$ cat config.mk
export PLATFORM = sky130hd
export DESIGN_NAME = multicycle_ctrl_hs_flat
export DESIGN_NICKNAME = d
export VERILOG_FILES = /design/src/rtl/mc_ctrl_pkg.sv /design/src/rtl/multicycle_ctrl_hs_if.sv /design/src/rtl/mc_mem_timeout.sv /design/src/rtl/multicycle_ctrl_hs.sv /design/src/flat_wrapper.sv
export SDC_FILE = /design/constraint.sdc
export NUM_CORES = 1
export LEC_CHECK = 0
export BUFFER_PORTS_ARGS = -buffer_cell sky130_fd_sc_hd__buf_2
export CAP_MARGIN = 20
export CORE_MARGIN = 3
export CORE_UTILIZATION = 41
export CTS_CLUSTER_SIZE = 28
export DETAILED_ROUTE_END_ITERATION = 7
export MAX_ROUTING_LAYER = met4
export PLACE_DENSITY = 0.82
export SLEW_MARGIN = 5
export SYNTH_ARGS = -nofsm -noshare
export SYNTH_HDL_FRONTEND = slang
export SYNTH_SLANG_ARGS = --single-unit
$ cat constraint.sdc
create_clock -name clk -period 1.98 [get_ports clk]
set_clock_uncertainty 0.1 [all_clocks]
set_input_delay 0.495 -clock clk [delete_from_list [all_inputs] [get_ports clk]]
set_output_delay 0.495 -clock clk [all_outputs]
set_load 0.005 [all_outputs]
$ cat src/rtl/mc_ctrl_pkg.sv
// Shared state type, RV32I opcode constants and datapath mux/ALU encodings
// for the multicycle controller.
package mc_ctrl_pkg;

    typedef enum logic [3:0] {
        StFetch,
        StDecode,
        StExec,
        StMem,
        StWb,
        StUpper,
        StBranch,
        StJump,
        StTrap
    } state_t;

    localparam logic [6:0] OpcOp     = 7'b0110011;
    localparam logic [6:0] OpcOpImm  = 7'b0010011;
    localparam logic [6:0] OpcLoad   = 7'b0000011;
    localparam logic [6:0] OpcStore  = 7'b0100011;
    localparam logic [6:0] OpcBranch = 7'b1100011;
    localparam logic [6:0] OpcJal    = 7'b1101111;
    localparam logic [6:0] OpcJalr   = 7'b1100111;
    localparam logic [6:0] OpcLui    = 7'b0110111;
    localparam logic [6:0] OpcAuipc  = 7'b0010111;

    localparam logic [1:0] SrcAPc    = 2'b00;
    localparam logic [1:0] SrcARs1   = 2'b01;
    localparam logic [1:0] SrcAOldPc = 2'b10;

    localparam logic [1:0] SrcBRs2   = 2'b00;
    localparam logic [1:0] SrcBFour  = 2'b01;
    localparam logic [1:0] SrcBImm   = 2'b10;

    localparam logic [1:0] AluAdd    = 2'b00;
    localparam logic [1:0] AluSub    = 2'b01;
    localparam logic [1:0] AluFunct  = 2'b10;
    localparam logic [1:0] AluPassB  = 2'b11;

    localparam logic [1:0] WbAluOut  = 2'b00;
    localparam logic [1:0] WbMdr     = 2'b01;
    localparam logic [1:0] WbPc      = 2'b10;
    localparam logic [1:0] WbImm     = 2'b11;

    localparam logic PcSrcAlu    = 1'b0;
    localparam logic PcSrcAluOut = 1'b1;

    // State that follows DECODE for a given opcode; unknown opcodes trap.
    function automatic state_t decode_next(input logic [6:0] opc);
        state_t nxt;
        unique case (opc)
            OpcOp, OpcOpImm, OpcLoad, OpcStore: nxt = StExec;
            OpcBranch:                          nxt = StBranch;
            OpcJal, OpcJalr:                    nxt = StJump;
            OpcLui, OpcAuipc:                   nxt = StUpper;
            default:                            nxt = StTrap;
        endcase
        return nxt;
    endfunction

endpackage

$ cat src/rtl/multicycle_ctrl_hs_if.sv
// Controller-to-datapath bundle: IR opcode, memory handshake, register enables,
// mux selects, exception pulses and performance counters.
interface multicycle_ctrl_hs_if #(
    parameter int unsigned ALU_OP_W = 2,
    parameter int unsigned CNT_W    = 32
);
    logic [6:0]          opcode;
    logic                branch_taken;
    logic                mem_ready;
    logic                mem_req;
    logic                mem_we;
    logic                pc_write;
    logic                ir_write;
    logic                reg_write;
    logic                aluout_write;
    logic                mdr_write;
    logic [1:0]          alu_src_a;
    logic [1:0]          alu_src_b;
    logic [ALU_OP_W-1:0] alu_op;
    logic [1:0]          wb_sel;
    logic                pc_src;
    logic                illegal;
    logic                mem_fault;
    logic [CNT_W-1:0]    cycle_cnt;
    logic [CNT_W-1:0]    instret_cnt;

    modport master (
        input  opcode, branch_taken, mem_ready,
        output mem_req, mem_we, pc_write, ir_write, reg_write, aluout_write, mdr_write,
        output alu_src_a, alu_src_b, alu_op, wb_sel, pc_src, illegal, mem_fault,
        output cycle_cnt, instret_cnt
    );

    modport slave (
        output opcode, branch_taken, mem_ready,
        input  mem_req, mem_we, pc_write, ir_write, reg_write, aluout_write, mdr_write,
        input  alu_src_a, alu_src_b, alu_op, wb_sel, pc_src, illegal, mem_fault,
        input  cycle_cnt, instret_cnt
    );
endinterface

$ cat src/rtl/mc_mem_timeout.sv
// Memory wait-state counter: counts request cycles without ready and pulses
// mem_fault on the MEM_TIMEOUT-th consecutive one (MEM_TIMEOUT = 0 disables).
module mc_mem_timeout #(
    parameter int unsigned MEM_TIMEOUT = 15
) (
    input  logic clk,
    input  logic rst_n,
    input  logic mem_req,
    input  logic mem_ready,
    output logic mem_fault
);
    localparam bit          En    = (MEM_TIMEOUT != 0);
    localparam int unsigned Limit = En ? MEM_TIMEOUT - 1 : 0;
    localparam int unsigned CntW  = (MEM_TIMEOUT > 1) ? $clog2(MEM_TIMEOUT) : 1;

    logic [CntW-1:0] cnt_q, cnt_d;
    logic            waiting;

    assign waiting   = mem_req & ~mem_ready;
    // A ready in the limit cycle wins, since waiting is then low.
    assign mem_fault = En & waiting & (cnt_q == CntW'(Limit));

    always_comb begin
        cnt_d = cnt_q + CntW'(1);
        if (!waiting || mem_fault) begin
            cnt_d = '0;
        end
    end

    always_ff @(posedge clk) begin
        if (!rst_n) begin
            cnt_q <= '0;
        end else begin
            cnt_q <= cnt_d;
        end
    end
endmodule

$ cat src/rtl/multicycle_ctrl_hs.sv
// Multicycle RV32I control FSM with memory ready handshake and wait timeout.
// Optional performance counters are built when MC_PERF_CNT_EN is defined.
module multicycle_ctrl_hs
    import mc_ctrl_pkg::*;
#(
    parameter int unsigned ALU_OP_W    = 2,
    parameter int unsigned CNT_W       = 32,
    parameter int unsigned MEM_TIMEOUT = 15
) (
    input  logic                 clk,
    input  logic                 rst_n,
    multicycle_ctrl_hs_if.master bus
);
    state_t     state_q;
    logic [6:0] opcode;
    logic       mem_ready;
    logic       branch_taken;

    logic       mem_req_c, mem_we_c, pc_write_c, ir_write_c, reg_write_c;
    logic       aluout_write_c, mdr_write_c, pc_src_c, illegal_c;
    logic [1:0] src_a_c, src_b_c, alu_op_c, wb_sel_c;
    logic       mem_req_g;
    logic       mem_fault;

    assign opcode       = bus.opcode;
    assign mem_ready    = bus.mem_ready;
    assign branch_taken = bus.branch_taken;

    always_comb begin
        mem_req_c      = 1'b0;
        mem_we_c       = 1'b0;
        pc_write_c     = 1'b0;
        ir_write_c     = 1'b0;
        reg_write_c    = 1'b0;
        aluout_write_c = 1'b0;
        mdr_write_c    = 1'b0;
        pc_src_c       = PcSrcAlu;
        illegal_c      = 1'b0;
        src_a_c        = SrcAPc;
        src_b_c        = SrcBRs2;
        alu_op_c       = AluAdd;
        wb_sel_c       = WbAluOut;
        unique case (state_q)
            StFetch: begin
                mem_req_c  = 1'b1;
                src_a_c    = SrcAPc;
                src_b_c    = SrcBFour;
                alu_op_c   = AluAdd;
                pc_src_c   = PcSrcAlu;
                ir_write_c = mem_ready;
                pc_write_c = mem_ready;
            end
            StDecode: begin
                // Branch/JAL target precomputed into ALUOut.
                src_a_c        = SrcAOldPc;
                src_b_c        = SrcBImm;
                alu_op_c       = AluAdd;
                aluout_write_c = 1'b1;
            end
            StExec: begin
                src_a_c        = SrcARs1;
                src_b_c        = (opcode == OpcOp) ? SrcBRs2 : SrcBImm;
                alu_op_c       = (opcode == OpcOp || opcode == OpcOpImm) ? AluFunct : AluAdd;
                aluout_write_c = 1'b1;
            end
            StMem: begin
                mem_req_c   = 1'b1;
                mem_we_c    = (opcode == OpcStore);
                mdr_write_c = mem_ready && (opcode == OpcLoad);
            end
            StWb: begin
                reg_write_c = 1'b1;
                wb_sel_c    = (opcode == OpcLoad) ? WbMdr : WbAluOut;
            end
            StUpper: begin
                aluout_write_c = 1'b1;
                src_b_c        = SrcBImm;
                if (opcode == OpcLui) begin
                    alu_op_c = AluPassB;
                end else begin
                    src_a_c  = SrcAOldPc;
                    alu_op_c = AluAdd;
                end
            end
            StBranch: begin
                src_a_c    = SrcARs1;
                src_b_c    = SrcBRs2;
                alu_op_c   = AluSub;
                pc_src_c   = PcSrcAluOut;
                pc_write_c = branch_taken;
            end
            StJump: begin
                // PC not yet updated, so wb_sel=PC writes the link address PC+4.
                reg_write_c = 1'b1;
                wb_sel_c    = WbPc;
                pc_write_c  = 1'b1;
                if (opcode == OpcJalr) begin
                    src_a_c  = SrcARs1;
                    src_b_c  = SrcBImm;
                    alu_op_c = AluAdd;
                    pc_src_c = PcSrcAlu;
                end else begin
                    pc_src_c = PcSrcAluOut;
                end
            end
            StTrap: begin
                illegal_c = 1'b1;
            end
            default: ;
        endcase
    end

    assign mem_req_g = rst_n & mem_req_c;

    mc_mem_timeout #(
        .MEM_TIMEOUT (MEM_TIMEOUT)
    ) u_mem_timeout (
        .clk       (clk),
        .rst_n     (rst_n),
        .mem_req   (mem_req_g),
        .mem_ready (mem_ready),
        .mem_fault (mem_fault)
    );

    always_ff @(posedge clk) begin
        if (!rst_n) begin
            state_q <= StFetch;
        end else begin
            unique case (state_q)
                StFetch:  if (mem_ready) state_q <= StDecode;
                StDecode: state_q <= decode_next(opcode);
                StExec:   state_q <= (opcode == OpcLoad || opcode == OpcStore) ? StMem : StWb;
                StMem: begin
                    if (mem_ready) begin
                        state_q <= (opcode == OpcLoad) ? StWb : StFetch;
                    end else if (mem_fault) begin
                        state_q <= StFetch;
                    end
                end
                StUpper:  state_q <= StWb;
                default:  state_q <= StFetch;
            endcase
        end
    end

    assign bus.mem_req      = mem_req_g;
    assign bus.mem_we       = rst_n & mem_we_c;
    assign bus.pc_write     = rst_n & pc_write_c;
    assign bus.ir_write     = rst_n & ir_write_c;
    assign bus.reg_write    = rst_n & reg_write_c;
    assign bus.aluout_write = rst_n & aluout_write_c;
    assign bus.mdr_write    = rst_n & mdr_write_c;
    assign bus.pc_src       = rst_n & pc_src_c;
    assign bus.illegal      = rst_n & illegal_c;
    assign bus.mem_fault    = mem_fault;
    assign bus.alu_src_a    = rst_n ? src_a_c : 2'b00;
    assign bus.alu_src_b    = rst_n ? src_b_c : 2'b00;
    assign bus.alu_op       = rst_n ? ALU_OP_W'(alu_op_c) : {ALU_OP_W{1'b0}};
    assign bus.wb_sel       = rst_n ? wb_sel_c : 2'b00;

`ifdef MC_PERF_CNT_EN
    logic             retire;
    logic [CNT_W-1:0] cycle_q, instret_q;

    // A store retires on its ready cycle; trap and timeout exits never do.
    assign retire = (state_q == StWb) || (state_q == StBranch) || (state_q == StJump) ||
                    (state_q == StMem && opcode == OpcStore && mem_ready);

    always_ff @(posedge clk) begin
        if (!rst_n) begin
            cycle_q   <= '0;
            instret_q <= '0;
        end else begin
            cycle_q <= cycle_q + CNT_W'(1);
            if (retire) begin
                instret_q <= instret_q + CNT_W'(1);
            end
        end
    end

    assign bus.cycle_cnt   = rst_n ? cycle_q : {CNT_W{1'b0}};
    assign bus.instret_cnt = rst_n ? instret_q : {CNT_W{1'b0}};
`else
    assign bus.cycle_cnt   = {CNT_W{1'b0}};
    assign bus.instret_cnt = {CNT_W{1'b0}};
`endif

endmodule

$ cat src/flat_wrapper.sv
// flat-port wrapper written by rule: the top's interface ports become plain ports
module multicycle_ctrl_hs_flat import mc_ctrl_pkg::*;
#(
    parameter int unsigned ALU_OP_W    = 2,
    parameter int unsigned CNT_W       = 32,
    parameter int unsigned MEM_TIMEOUT = 15
)
  (clk, rst_n, bus_opcode, bus_branch_taken, bus_mem_ready, bus_mem_req, bus_mem_we, bus_pc_write, bus_ir_write, bus_reg_write, bus_aluout_write, bus_mdr_write, bus_alu_src_a, bus_alu_src_b, bus_alu_op, bus_wb_sel, bus_pc_src, bus_illegal, bus_mem_fault, bus_cycle_cnt, bus_instret_cnt);
  multicycle_ctrl_hs_if #(.ALU_OP_W(ALU_OP_W), .CNT_W(CNT_W)) bus_i ();
  input  logic clk;
  input  logic rst_n;
  input wire logic [$bits(bus_i.opcode)-1:0] bus_opcode;
  input wire logic [$bits(bus_i.branch_taken)-1:0] bus_branch_taken;
  input wire logic [$bits(bus_i.mem_ready)-1:0] bus_mem_ready;
  output wire logic [$bits(bus_i.mem_req)-1:0] bus_mem_req;
  output wire logic [$bits(bus_i.mem_we)-1:0] bus_mem_we;
  output wire logic [$bits(bus_i.pc_write)-1:0] bus_pc_write;
  output wire logic [$bits(bus_i.ir_write)-1:0] bus_ir_write;
  output wire logic [$bits(bus_i.reg_write)-1:0] bus_reg_write;
  output wire logic [$bits(bus_i.aluout_write)-1:0] bus_aluout_write;
  output wire logic [$bits(bus_i.mdr_write)-1:0] bus_mdr_write;
  output wire logic [$bits(bus_i.alu_src_a)-1:0] bus_alu_src_a;
  output wire logic [$bits(bus_i.alu_src_b)-1:0] bus_alu_src_b;
  output wire logic [$bits(bus_i.alu_op)-1:0] bus_alu_op;
  output wire logic [$bits(bus_i.wb_sel)-1:0] bus_wb_sel;
  output wire logic [$bits(bus_i.pc_src)-1:0] bus_pc_src;
  output wire logic [$bits(bus_i.illegal)-1:0] bus_illegal;
  output wire logic [$bits(bus_i.mem_fault)-1:0] bus_mem_fault;
  output wire logic [$bits(bus_i.cycle_cnt)-1:0] bus_cycle_cnt;
  output wire logic [$bits(bus_i.instret_cnt)-1:0] bus_instret_cnt;
  assign bus_i.opcode = bus_opcode;
  assign bus_i.branch_taken = bus_branch_taken;
  assign bus_i.mem_ready = bus_mem_ready;
  assign bus_mem_req = bus_i.mem_req;
  assign bus_mem_we = bus_i.mem_we;
  assign bus_pc_write = bus_i.pc_write;
  assign bus_ir_write = bus_i.ir_write;
  assign bus_reg_write = bus_i.reg_write;
  assign bus_aluout_write = bus_i.aluout_write;
  assign bus_mdr_write = bus_i.mdr_write;
  assign bus_alu_src_a = bus_i.alu_src_a;
  assign bus_alu_src_b = bus_i.alu_src_b;
  assign bus_alu_op = bus_i.alu_op;
  assign bus_wb_sel = bus_i.wb_sel;
  assign bus_pc_src = bus_i.pc_src;
  assign bus_illegal = bus_i.illegal;
  assign bus_mem_fault = bus_i.mem_fault;
  assign bus_cycle_cnt = bus_i.cycle_cnt;
  assign bus_instret_cnt = bus_i.instret_cnt;
  multicycle_ctrl_hs #(.ALU_OP_W(ALU_OP_W), .CNT_W(CNT_W), .MEM_TIMEOUT(MEM_TIMEOUT)) u_core (.clk(clk), .rst_n(rst_n), .bus(bus_i));
endmodule
==> results of run 1 <==
metal layers:
metal	share of wire	vias up
met3	0.063	13
met1	0.37	568
met5	0	-
met4	0.031	0
li1	-	596
met2	0.53	60
worst register-to-register path, delay by kind of cell, from the launching register on:
kind            cells  cell delay (ps)
simple gates        1              530
flops               1              320
buf+inv             2              280
compound gates      3              490
cells by family (layout without fill, tap and decap cells):
family / Yosys count / after routing / synth area share
other: 1 / 64 / 0.003018
buffers and inverters: 74 / 79 / 0.4260
AOI/OAI and AO/OA: 19 / 19 / 0.1027
xor gates and xnor gates: 3 / 3 / 0.02115
DFF: 8 / 8 / 0.1289
adders and majority gates: 2 / 2 / 0.02014
muxes: 1 / 1 / 0.008057
and+or+nand+nor: 66 / 66 / 0.2900
power groups by stage:
stage	sequential (mW)	combinational, mW	clock [mW]
2_1_floorplan	0.176	0.203	0
3_3_place_gp	0.182	0.184	0
3_5_place_dp	0.182	0.186	0
4_1_cts	0.179	0.211	0.136
5_1_grt	0.180	0.292	0.145
6_report	0.179	0.267	0.125
sequential cells by signal, summed over array words and instances, names as in the netlist:
signal                      flops
u_core.state_q                  4
u_core.u_mem_timeout.cnt_q      4
cell usage after synthesis, types with 2 or more instances:
library cell and number:
sky130_fd_sc_hd__o21ai_0 2, sky130_fd_sc_hd__nand4bb_1 2, sky130_fd_sc_hd__buf_4 65, sky130_fd_sc_hd__nand2b_1 5
sky130_fd_sc_hd__a21oi_1 8, sky130_fd_sc_hd__nand4b_1 2, sky130_fd_sc_hd__o21bai_1 2, sky130_fd_sc_hd__nand3_1 5
sky130_fd_sc_hd__dfxtp_1 8, sky130_fd_sc_hd__clkbuf_1 2, sky130_fd_sc_hd__nor3_1 7, sky130_fd_sc_hd__inv_1 6
sky130_fd_sc_hd__nand2_1 12, sky130_fd_sc_hd__nor2b_1 2, sky130_fd_sc_hd__nor4_1 4, sky130_fd_sc_hd__nor2_1 16
sky130_fd_sc_hd__and3_1 3, sky130_fd_sc_hd__ha_1 2, sky130_fd_sc_hd__xnor2_1 2
worst paths after layout:
check / slack (ps) / depth (start not counted) / endpoint
setup reg to reg: 180 / 6 / u_core.state_q[0]
setup / recovery: -170 / 5 / bus_alu_src_b[1]
hold reg to reg: 350 / 1 / u_core.u_mem_timeout.cnt_q[0]
hold / removal: 350 / 1 / u_core.u_mem_timeout.cnt_q[0]
cell type report:
type | instances | share of cell area
inverter | 6 | 0.01298
sequential | 8 | 0.09950
tap | 31 | 0.02235
multi-input combinational | 155 | 0.5595
timing repair buffer | 70 | 0.2927
clock buffer | 3 | 0.01298
metrics by stage:
stage               total power, mW  setup TNS [ps]  setup WS (ps)  hold WS [ps]
floorplan                    0.3791               0          39.06         329.7
global placement             0.3658          -986.2         -228.6         345.4
detailed placement           0.3679           -1206         -246.9         349.4
CTS                          0.5259          -663.0         -158.8         362.0
global route                 0.6170           -1402         -200.6         403.8
finish                       0.5714          -753.6         -168.6         354.5
cell usage in the layout, fill, tap and decap left out, types with 2 or more instances in the layout:
cell type,instances
sky130_fd_sc_hd__conb_1,64
sky130_fd_sc_hd__buf_4,34
sky130_fd_sc_hd__buf_2,25
sky130_fd_sc_hd__nor2_1,12
sky130_fd_sc_hd__nand2_1,10
sky130_fd_sc_hd__buf_6,10
sky130_fd_sc_hd__a21oi_1,6
sky130_fd_sc_hd__inv_1,5
sky130_fd_sc_hd__nand3_1,5
sky130_fd_sc_hd__nor3_4,4
sky130_fd_sc_hd__dfxtp_1,4
sky130_fd_sc_hd__nor2_2,3
sky130_fd_sc_hd__and3_1,3
sky130_fd_sc_hd__nor3_2,3
sky130_fd_sc_hd__nand2b_1,3
sky130_fd_sc_hd__clkbuf_4,3
sky130_fd_sc_hd__dfxtp_4,3
sky130_fd_sc_hd__nand4b_1,2
sky130_fd_sc_hd__nand2b_2,2
sky130_fd_sc_hd__a21oi_2,2
sky130_fd_sc_hd__nand2_2,2
sky130_fd_sc_hd__nor4_4,2
sky130_fd_sc_hd__o21ai_0,2
sky130_fd_sc_hd__o21bai_1,2
sky130_fd_sc_hd__nor2b_1,2
sky130_fd_sc_hd__ha_1,2
repair_timing:
action | CTS | global route
gates resized for setup | 28 | 27
cloned | 0 | 0
setup buffers | 9 | 10
endpoints found under the setup margin | 13 | 14
pin swaps | 11 | 15
==> flow_summary.rst, run 1 <==
.. list-table::
   :header-rows: 1

   * - Metric
     - Value
   * - Result of the run
     - finished, violations left
   * - Failing checks
     - negative setup slack
   * - Met1 Use GR
     - 0.2051
   * - Overall global routing resource usage
     - 0.1794
   * - Multi-input logic area
     - 970.9 um2
   * - Detailed Routing Iterations Pass 1
     - 4
   * - Share of cells above drive strength 1
     - 0.4339
   * - Classification of the worst setup path
     - in -> out
   * - Number of fill cells in the layout
     - 259
   * - Detailed Route Iter0 Violations
     - 70
   * - RSZ-0062 raised after global routing
     - true
   * - Worst Path Buf+Inv
     - 2
   * - Biggest cell delay along the critical path
     - 280 ps
   * - Post-place instance area
     - 1344 um2
   * - Static Leakage
     - 0.8925 nW
   * - Max Cap Violations
     - 0
   * - Remaining global-route overflow
     - 0
   * - Busiest grt layer
     - met2
   * - Syn Area/Cell
     - 7.140 um2
   * - Leading area contributor after synthesis
     - sky130_fd_sc_hd__buf_4
   * - Max IR drop VDD
     - 276.1 uV
   * - Sequential group share of total power
     - 0.313
   * - Net count, final
     - 257
   * - Routability-driven placement congestion ratio
     - 0.9530
   * - Fin crit share
     - 1.085
   * - Post-route insts no fill
     - 273
   * - Antenna Nets Post-Route
     - 0
   * - Vertical die dimension
     - 61.05 um
   * - Share of the yosys chip area belonging to registers
     - 0.1289
   * - P per Cell Area
     - 329.2 nW/um2
   * - Hold Path Origin
     - u_core.u_mem_timeout.cnt_q[0]
   * - Critical Path Start
     - bus_opcode[2]
   * - Layout Cell Area excl Fill
     - 1735 um2
   * - Detailed-route DRC error count
     - 0
   * - Number of hold buffers added after cts
     - 0
   * - Clock share of power
     - 0.219
   * - Top area cells in the synthesized netlist
     - sky130_fd_sc_hd__buf_4 39%, sky130_fd_sc_hd__dfxtp_1 13%, sky130_fd_sc_hd__nor2_1 4.8%, sky130_fd_sc_hd__nand2_1 3.6%, sky130_fd_sc_hd__a21oi_1 3.2%
   * - Internal cell power
     - 359.4 uW
   * - Slack of the critical path
     - -168.6 ps
   * - Synthesized netlist cell count
     - 174
   * - Share of total power in combinational logic
     - 0.468
   * - Cell-by-cell listing of the critical path
     - buf_8 > nand4bb_4 > o31a_1 > o311a_1 > buf_2
   * - Critical path launch point type
     - input pin
   * - Count of input and output buffers
     - 28
   * - WL final
     - 3642 um
   * - First-pass GRT wire length
     - 4850 um
   * - Via count
     - 1237
   * - Distinct cell type count of the synthesized netlist
     - 38
   * - Critical path endpoint category
     - primary output
   * - Clk Latency, worst-skew pair
     - 250 ps
   * - Cell chosen for the clock root
     - sky130_fd_sc_hd__clkbuf_4
   * - Hold Fails Final Rpt
     - 0
   * - Async set or reset register ratio after synthesis
     - 0
   * - Highest achievable clock rate
     - 465.4 MHz
   * - Core region area
     - 2829 um2
   * - Initial core utilization
     - 0.4392
   * - Die ar.
     - 3727 um2
   * - Critical path required time
     - 1380 ps
   * - Arrival time at the worst endpoint
     - 1550 ps
   * - Wirelength per Cell
     - 13.34 um
   * - CTS tree
     - built
   * - Fraction of synthesized cell area taken by the top area cell type
     - 0.3927
   * - Clock H-tree levels
     - 1
   * - Switching power of the nets
     - 212.0 uW
   * - Main flop type after synthesis
     - sky130_fd_sc_hd__dfxtp_1
   * - Layout Utilization
     - 0.6134
   * - Per-cell via count in the routed design
     - 4.531
   * - Number of placed I/O pins
     - 93
   * - Net switching share of the total power
     - 0.3711
   * - Final min period
     - 2149 ps
   * - Via count of the first global-routing pass
     - 1072
   * - Critical-path cell with the highest stage delay
     - sky130_fd_sc_hd__o31a_1
   * - Max Slew Vio Count
     - 0
   * - Cell Area, Synth
     - 1242 um2
   * - Yosys Warn Count
     - 0
   * - Largest net degree at the start of global routing
     - 9
   * - Met2 track utilization from global routing
     - 0.3021
   * - Die X
     - 61.05 um
   * - Initial antenna violation count
     - 0
   * - Post-DP HPWL
     - 2270 um
   * - Synthesis-to-layout area growth
     - 39.68%
   * - Critical path fanouts, max
     - 4
   * - Final count of negative-setup-slack endpoints
     - 9
   * - Top Family by Delay on Critical Path
     - compound AO/OA/AOI/OAI gates
   * - Placed Cells incl. Taps
     - 253
   * - Seq cells post-synth
     - 8
   * - # rows
     - 19
   * - Hold/Removal Path Class
     - reg -> reg
   * - Diode count
     - 0
   * - Met3 routing resource usage after global routing
     - 0.03145
   * - EDFF count, synth
     - 0
   * - Num Clock Sinks
     - 8
   * - Post-CTS clock slew at the launch and capture registers of the worst setup and hold paths
     - 50 ps
   * - Sequential cell area
     - 172.7 um2
   * - Clock buffers created by TritonCTS
     - 3
   * - Deepest clock path buffer count
     - 2
   * - Reg2Reg Launch Point
     - u_core.state_q[1]
Note: power is estimated with default switching activity, not from simulation.
==> run 2: changes to the inputs <==
Settings changed: CORE_UTILIZATION 41 to 44, PLACE_DENSITY 0.82 to 0.87.
Clock period 1.98 ns to 2.7 ns, I/O delays scaled along.
==> run 2 against run 1 <==
Against the previous run: the run now ends clean; worst hold slack better by 8.1 ps; via count down 12%; clock-buffer cell count unchanged; worst setup slack better by 280 ps; sequential power down 26%; sequential cell count unchanged; first-iteration DRC count down 40%; sequential share of layout area up 2.7 points; wire length down 31%; combinational power down 54%; critical path type unchanged.
==> flow_summary.rst, run 2 (same netlist as run 1, synthesis figures left out) <==
.. list-table::
   :header-rows: 1

   * - Metric
     - Value
   * - Result of the run
     - completed
   * - First-pass GRT wire length
     - 3712 um (-23%)
   * - Clock H-tree levels
     - 1 (unchanged)
   * - Vertical die dimension
     - 59.14 um (-3.1%)
   * - Hold/Removal Path Class
     - reg -> reg
   * - Initial antenna violation count
     - 0 (unchanged)
   * - Remaining global-route overflow
     - 0 (unchanged)
   * - Wirelength per Cell
     - 10.52 um (-21%)
   * - Classification of the worst setup path
     - in -> out
   * - Max IR drop VDD
     - 196.7 uV (-29%)
   * - Layout Utilization
     - 0.4894 (-0.1241)
   * - Hold Fails Final Rpt
     - 0 (unchanged)
   * - Most common library cell in the layout ignoring fill and taps
     - sky130_fd_sc_hd__conb_1
   * - Critical path fanouts, max
     - 5 (+1)
   * - Critical path required time
     - 1920 ps (+540 ps)
   * - # rows
     - 18 (-1)
   * - Diode count
     - 0 (unchanged)
   * - Detailed-route DRC error count
     - 0 (unchanged)
   * - Final min period
     - 2593 ps
   * - Arrival time at the worst endpoint
     - 1820 ps (+270 ps)
   * - Share of cells above drive strength 1
     - 0.2344 (-0.1994)
   * - Post-Route Hold Slack
     - 362.6 ps (+8.132 ps)
   * - Synthesis-to-layout area growth
     - 2.014%
   * - Critical-path cell with the highest stage delay
     - sky130_fd_sc_hd__nand4bb_2
   * - Die X
     - 59.14 um (-3.1%)
   * - Initial core utilization
     - 0.4797 (+0.04052)
   * - Post-CTS Setup Bufs
     - 0 (-9)
   * - Most common cell type on the critical path
     - sky130_fd_sc_hd__buf_2
   * - CTS tree
     - built
   * - Overall global routing resource usage
     - 0.1391 (-0.04030)
   * - Static Leakage
     - 0.6596 nW (-26%)
   * - Via count of the first global-routing pass
     - 811 (-24%)
   * - Max Cap Violations
     - 0 (unchanged)
   * - Detailed Routing Iterations Pass 1
     - 4 (unchanged)
   * - Clock buffers created by TritonCTS
     - 3 (unchanged)
   * - Biggest cell delay along the critical path
     - 310 ps (+30 ps)
   * - Final count of negative-setup-slack endpoints
     - 0 (-9)
   * - Core region area
     - 2590 um2 (-8.4%)
   * - Sum of negative setup slack
     - 0 ps (+753.6 ps)
   * - R2r worst-path depth
     - 5 (-1)
   * - WL final
     - 2515 um (-31%)
   * - Post-route insts no fill
     - 239 (-12%)
   * - Critical path launch point type
     - input pin
   * - Max Slew Vio Count
     - 0 (unchanged)
   * - Via count
     - 1094 (-12%)
   * - Largest registers
     - u_core.state_q (4), u_core.u_mem_timeout.cnt_q (4)
   * - Fin crit share
     - 0.9603
   * - Routability-driven placement congestion ratio
     - 0.9214 (-3.3%)
   * - Cell-by-cell listing of the critical path
     - buf_2 > nand4bb_2 > o31a_1 > o311a_1 > buf_2
   * - Highest achievable clock rate
     - 385.7 MHz
   * - P per Cell Area
     - 268.9 nW/um2 (-18%)
   * - Number of hold buffers added after cts
     - 0 (unchanged)
   * - RSZ-0062 raised after global routing
     - false
   * - Hold depth
     - 1 (unchanged)
   * - Post-DP HPWL
     - 2100 um (-7.5%)
   * - Deepest clock path buffer count
     - 2 (unchanged)
   * - Largest net degree at the start of global routing
     - 16 (+7)
   * - Critical path endpoint category
     - primary output
   * - Post-CTS clock slew at the launch and capture registers of the worst setup and hold paths
     - 50 ps (about the same)
   * - Detailed Route Iter0 Violations
     - 42 (-40%)
   * - Number of placed I/O pins
     - 93 (unchanged)
   * - Cell chosen for the clock root
     - sky130_fd_sc_hd__clkbuf_4
   * - Die ar.
     - 3498 um2 (-6.2%)
   * - Antenna Nets Post-Route
     - 0 (unchanged)
   * - Worst slew margin relative to its limit
     - 0.5604
   * - Per-cell via count in the routed design
     - 4.577 (+1.0%)
   * - Num Clock Sinks
     - 8 (unchanged)
   * - Slew @ Worst Pin
     - 642.7 ps
   * - Count of input and output buffers
     - 28 (unchanged)
   * - Clk Latency, worst-skew pair
     - 240 ps (about the same)
   * - Net count, final
     - 224 (-13%)
   * - Most frequent cells in the layout
     - 64 x sky130_fd_sc_hd__conb_1, 28 x sky130_fd_sc_hd__buf_2, 16 x sky130_fd_sc_hd__nor2_1
   * - Placed Cells incl. Taps
     - 236 (-6.7%)
-- run 2: changes by cell type in the layout (fill, tap and decap cells not counted), sizes merged --
cell | previous run | this run
buf | 70 | 37
-- run 2: path summary, 6_finish.rpt --
| check | start | end | slack, ps |
|---|---|---|---|
| max reg2reg | u_core.state_q[1] | u_core.state_q[1] | 1000 |
| max | bus_opcode[2] | bus_alu_src_b[1] | 110 |
| min | u_core.u_mem_timeout.cnt_q[0] | u_core.u_mem_timeout.cnt_q[0] | 360 |
| min reg2reg | u_core.u_mem_timeout.cnt_q[0] | u_core.u_mem_timeout.cnt_q[0] | 360 |
-- run 2: metal layers --
| layer | up-vias | GRT usage | wire [um] |
|---|---|---|---|
| li1 | 532 | - | - |
| met1 | 495 | 0.1929 | 1049 |
| met2 | 65 | 0.2098 | 1175 |
| met3 | 2 | 0.02614 | 271 |
| met4 | 0 | 0.02913 | 19 |
| met5 | - | - | 0 |
-- run 2: power breakdown --
part / internal [mW] / leakage, nW / switching [mW]
registers: 0.123 / 0.0650 / 0.00890
logic: 0.0469 / 0.581 / 0.0750
clock network: 0.0506 / 0.0138 / 0.0360
-- run 2: cell type report --
cell class,count,area (um2)
multi-input combinational,155,817.0
timing repair buffer,37,207.7
clock buffer,3,22.52
fill,263,1323
tap,30,37.54
inverter,6,22.52
sequential,8,160.2
-- run 2: repair_timing --
action,in CTS,in global routing
endpoints found under the hold margin,0,0
gates resized for setup,0,5
setup endpoints to repair,0,3
-- run 2: critical path, delay by kind of cell --
kind / cells / cell delay (ps)
compound gates: 2 / 580
simple gates: 1 / 310
buf+inv: 2 / 250
-- run 2: stage by stage --
| stage | setup slack (ps) | area, um2 | total power, mW |
|---|---|---|---|
| detailed placement | 79.35 | 1217 | 0.2501 |
| finish | 107.2 | 1267 | 0.3409 |
| global placement | 98.06 | 1217 | 0.2497 |
| floorplan | 311.1 | 1479 | 0.2779 |
| global route | 12.18 | 1267 | 0.3704 |
| CTS | 74.76 | 1240 | 0.3394 |
==> run 3: changes to the inputs <==
Settings changed: CORE_ASPECT_RATIO from default to 0.7, MAX_ROUTING_LAYER met4 to default.
==> run 3 against run 2 <==
Against the previous run: register-to-register slack worse by 70 ps; sequential power up 3%; clock power rose by 62%; non-clock buffer count is 3 lower; via count shrank 0.27%; die area grew 0.29%; global-route usage is 0.22 points higher; cell area fell by 1.3%; cell count grew 0.42%; clock-buffer cell count stayed put; combinational power decreased by 4%; critical path depth increased by 1; critical path type unchanged; critical endpoint is now bus_alu_op[1]; largest cell class unchanged; highest routed layer is now met3.
==> flow_summary.rst, run 3 (same netlist as run 1, synthesis figures left out) <==
.. list-table::
   :header-rows: 1

   * - Metric
     - Value
   * - First-pass GRT wire length
     - 4008 um (+8.0%)
   * - Post-CTS clock slew at the launch and capture registers of the worst setup and hold paths
     - 40 ps (about the same)
   * - Num Clock Sinks
     - 8 (unchanged)
   * - Slew @ Worst Pin
     - 555.1 ps (-87.59 ps)
   * - Critical path endpoint category
     - primary output
   * - Hold/Removal Path Class
     - reg -> reg
   * - Remaining global-route overflow
     - 0 (unchanged)
   * - Top Family by Delay on Critical Path
     - simple AND/OR/NAND/NOR gates
   * - Layout Utilization
     - 0.4866 (-0.002754)
   * - CTS tree
     - built
   * - Most common library cell in the layout ignoring fill and taps
     - sky130_fd_sc_hd__conb_1
   * - Cell-by-cell listing of the critical path
     - buf_2 > nand4b_1 > nor3_1 > nand2_1 > o31ai_1 > buf_2
   * - Detailed-route DRC error count
     - 0 (unchanged)
   * - Die ar.
     - 3508 um2 (+0.29%)
   * - Fin crit share
     - 0.9854 (+0.02515)
   * - Detailed Routing Iterations Pass 1
     - 4 (unchanged)
   * - Max Slew Vio Count
     - 0 (unchanged)
   * - Share of cells above drive strength 1
     - 0.2087 (-0.02571)
   * - R2r worst-path depth
     - 4 (-1)
   * - Overall global routing resource usage
     - 0.1413 (+0.002238)
   * - Worst slew margin relative to its limit
     - 0.6203 (+0.05990)
   * - Cell chosen for the clock root
     - sky130_fd_sc_hd__clkbuf_8
   * - Slack of the critical path
     - 39.34 ps (-67.89 ps)
   * - Critical path launch point type
     - input pin
   * - Setup slack after placement
     - 29.03 ps (-50.32 ps)
   * - Die X
     - 69.52 um (+18%)
   * - Via count of the first global-routing pass
     - 856 (+5.5%)
   * - Synthesis-to-layout area growth
     - 0.7049%
   * - Sum of negative setup slack
     - 0 ps (unchanged)
   * - Most common cell type on the critical path
     - sky130_fd_sc_hd__buf_2
   * - Highest achievable clock rate
     - 375.8 MHz (-2.6%)
   * - Diode count
     - 0 (unchanged)
   * - Max IR drop VDD
     - 149.6 uV (-24%)
   * - Static Leakage
     - 0.6522 nW (-1.1%)
   * - Critical path required time
     - 1920 ps (about the same)
   * - Clock buffers created by TritonCTS
     - 3 (unchanged)
   * - Most frequent cells in the layout
     - 64 x sky130_fd_sc_hd__conb_1, 28 x sky130_fd_sc_hd__buf_2, 16 x sky130_fd_sc_hd__nor2_1
   * - Initial antenna violation count
     - 0 (unchanged)
   * - Worst Path Buf+Inv
     - 2 (unchanged)
   * - Clk Latency, worst-skew pair
     - 220 ps (-20 ps)
   * - Post-DP HPWL
     - 2265 um (+7.9%)
   * - Final min period
     - 2661 ps (+67.89 ps)
   * - Biggest cell delay along the critical path
     - 340 ps (+30 ps)
   * - Routability-driven placement congestion ratio
     - 0.9465 (+2.7%)
   * - Count of input and output buffers
     - 28 (unchanged)
   * - Hold Fails Final Rpt
     - 0 (unchanged)
   * - Post-CTS Setup Bufs
     - 0 (unchanged)
   * - Number of placed I/O pins
     - 93 (unchanged)
   * - Vertical die dimension
     - 50.46 um (-15%)
   * - Antenna Nets Post-Route
     - 0 (unchanged)
   * - Detailed Route Iter0 Violations
     - 74 (+76%)
   * - Per-cell via count in the routed design
     - 4.546 (-0.69%)
   * - Result of the run
     - completed
   * - Core region area
     - 2571 um2 (-0.72%)
   * - P per Cell Area
     - 314.3 nW/um2 (+17%)
   * - Initial core utilization
     - 0.4832 (+0.003502)
   * - Deepest clock path buffer count
     - 2 (unchanged)
   * - Net count, final
     - 221 (-1.3%)
   * - WP depth
     - 6 (+1)
   * - Max Cap Violations
     - 0 (unchanged)
   * - Largest net degree at the start of global routing
     - 13 (-3)
   * - Clock H-tree levels
     - 1 (unchanged)
   * - RSZ-0062 raised after global routing
     - false
   * - Hold depth
     - 1 (unchanged)
   * - Arrival time at the worst endpoint
     - 1890 ps (+70 ps)
   * - # rows
     - 15 (-3)
   * - Via count
     - 1091 (-0.27%)
   * - Classification of the worst setup path
     - in -> out
   * - Critical-path cell with the highest stage delay
     - sky130_fd_sc_hd__nor3_1
   * - WL final
     - 2761 um (+9.8%)
   * - Wirelength per Cell
     - 11.50 um (+9.3%)
   * - Final count of negative-setup-slack endpoints
     - 0 (unchanged)
   * - Number of fill cells in the layout
     - 273 (+3.8%)
   * - Largest registers
     - u_core.state_q (4), u_core.u_mem_timeout.cnt_q (4)
   * - Critical path fanouts, max
     - 4 (-1)
==> run 3: changes by cell type in the layout (fill, tap and decap cells not counted) <==
cell / before / now
sky130_fd_sc_hd__nor4_2: 1 / 0
sky130_fd_sc_hd__nor4bb_2: 1 / 0
sky130_fd_sc_hd__buf_4: 9 / 6
sky130_fd_sc_hd__nor3_1: 5 / 6
sky130_fd_sc_hd__nor4bb_1: 0 / 1
sky130_fd_sc_hd__clkbuf_8: 0 / 3
sky130_fd_sc_hd__nor4_1: 3 / 4
sky130_fd_sc_hd__clkbuf_4: 3 / 0
sky130_fd_sc_hd__nor3_2: 2 / 1
==> run 3: metrics by stage <==
step / std cells / power (mW) / hold slack (ps) / instance area [um2]
5_1_grt: 240 / 0.4181 / 403.5 / 1251
3_5_place_dp: 237 / 0.2485 / 364.6 / 1200
2_1_floorplan: 237 / 0.2779 / 329.7 / 1479
6_report: 240 / 0.3932 / 370.4 / 1251
3_3_place_gp: 237 / 0.2450 / 346.0 / 1200
4_1_cts: 240 / 0.3903 / 373.6 / 1241
==> run 3: area by class of cell <==
class                   count  area, um2  share of cell area
clock buffers               3      41.29             0.03300
repair buffers             34      185.2              0.1480
inverters                   6      22.52             0.01800
multi-input cells         155      799.5              0.6390
flip-flops and latches      8      160.2              0.1280
well taps                  34      42.54             0.03400
==> run 3: worst paths after layout <==
check	from	end	slack, ps
worst min-delay path	u_core.u_mem_timeout.cnt_q[0]	u_core.u_mem_timeout.cnt_q[0]	370
worst max register to register	u_core.state_q[0]	u_core.state_q[0]	930
worst min register to register	u_core.u_mem_timeout.cnt_q[0]	u_core.u_mem_timeout.cnt_q[0]	370
worst max-delay path	bus_opcode[3]	bus_alu_op[1]	40
==> run 3: per-layer routing <==
layer	vias up	GRT usage	wire, um
met3	0	0.04600	390
li1	530	-	-
met2	76	0.2199	1252
met1	485	0.1943	1119
met5	-	0	0
met4	0	0.01948	0
==> run 3: what timing repair did <==
action,CTS,global route
gates resized for setup,0,2
hold buffers,0,0
endpoints found under the setup margin,0,3
==> run 3: report_power, final <==
part / internal [mW] / total, mW / leakage (nW) / switching (mW)
Clock: 0.0963 / 0.140 / 0.0216 / 0.0441
Combinational: 0.0432 / 0.117 / 0.566 / 0.0741
Sequential: 0.124 / 0.136 / 0.0650 / 0.0116
Total: 0.263 / 0.393 / 0.652 / 0.130
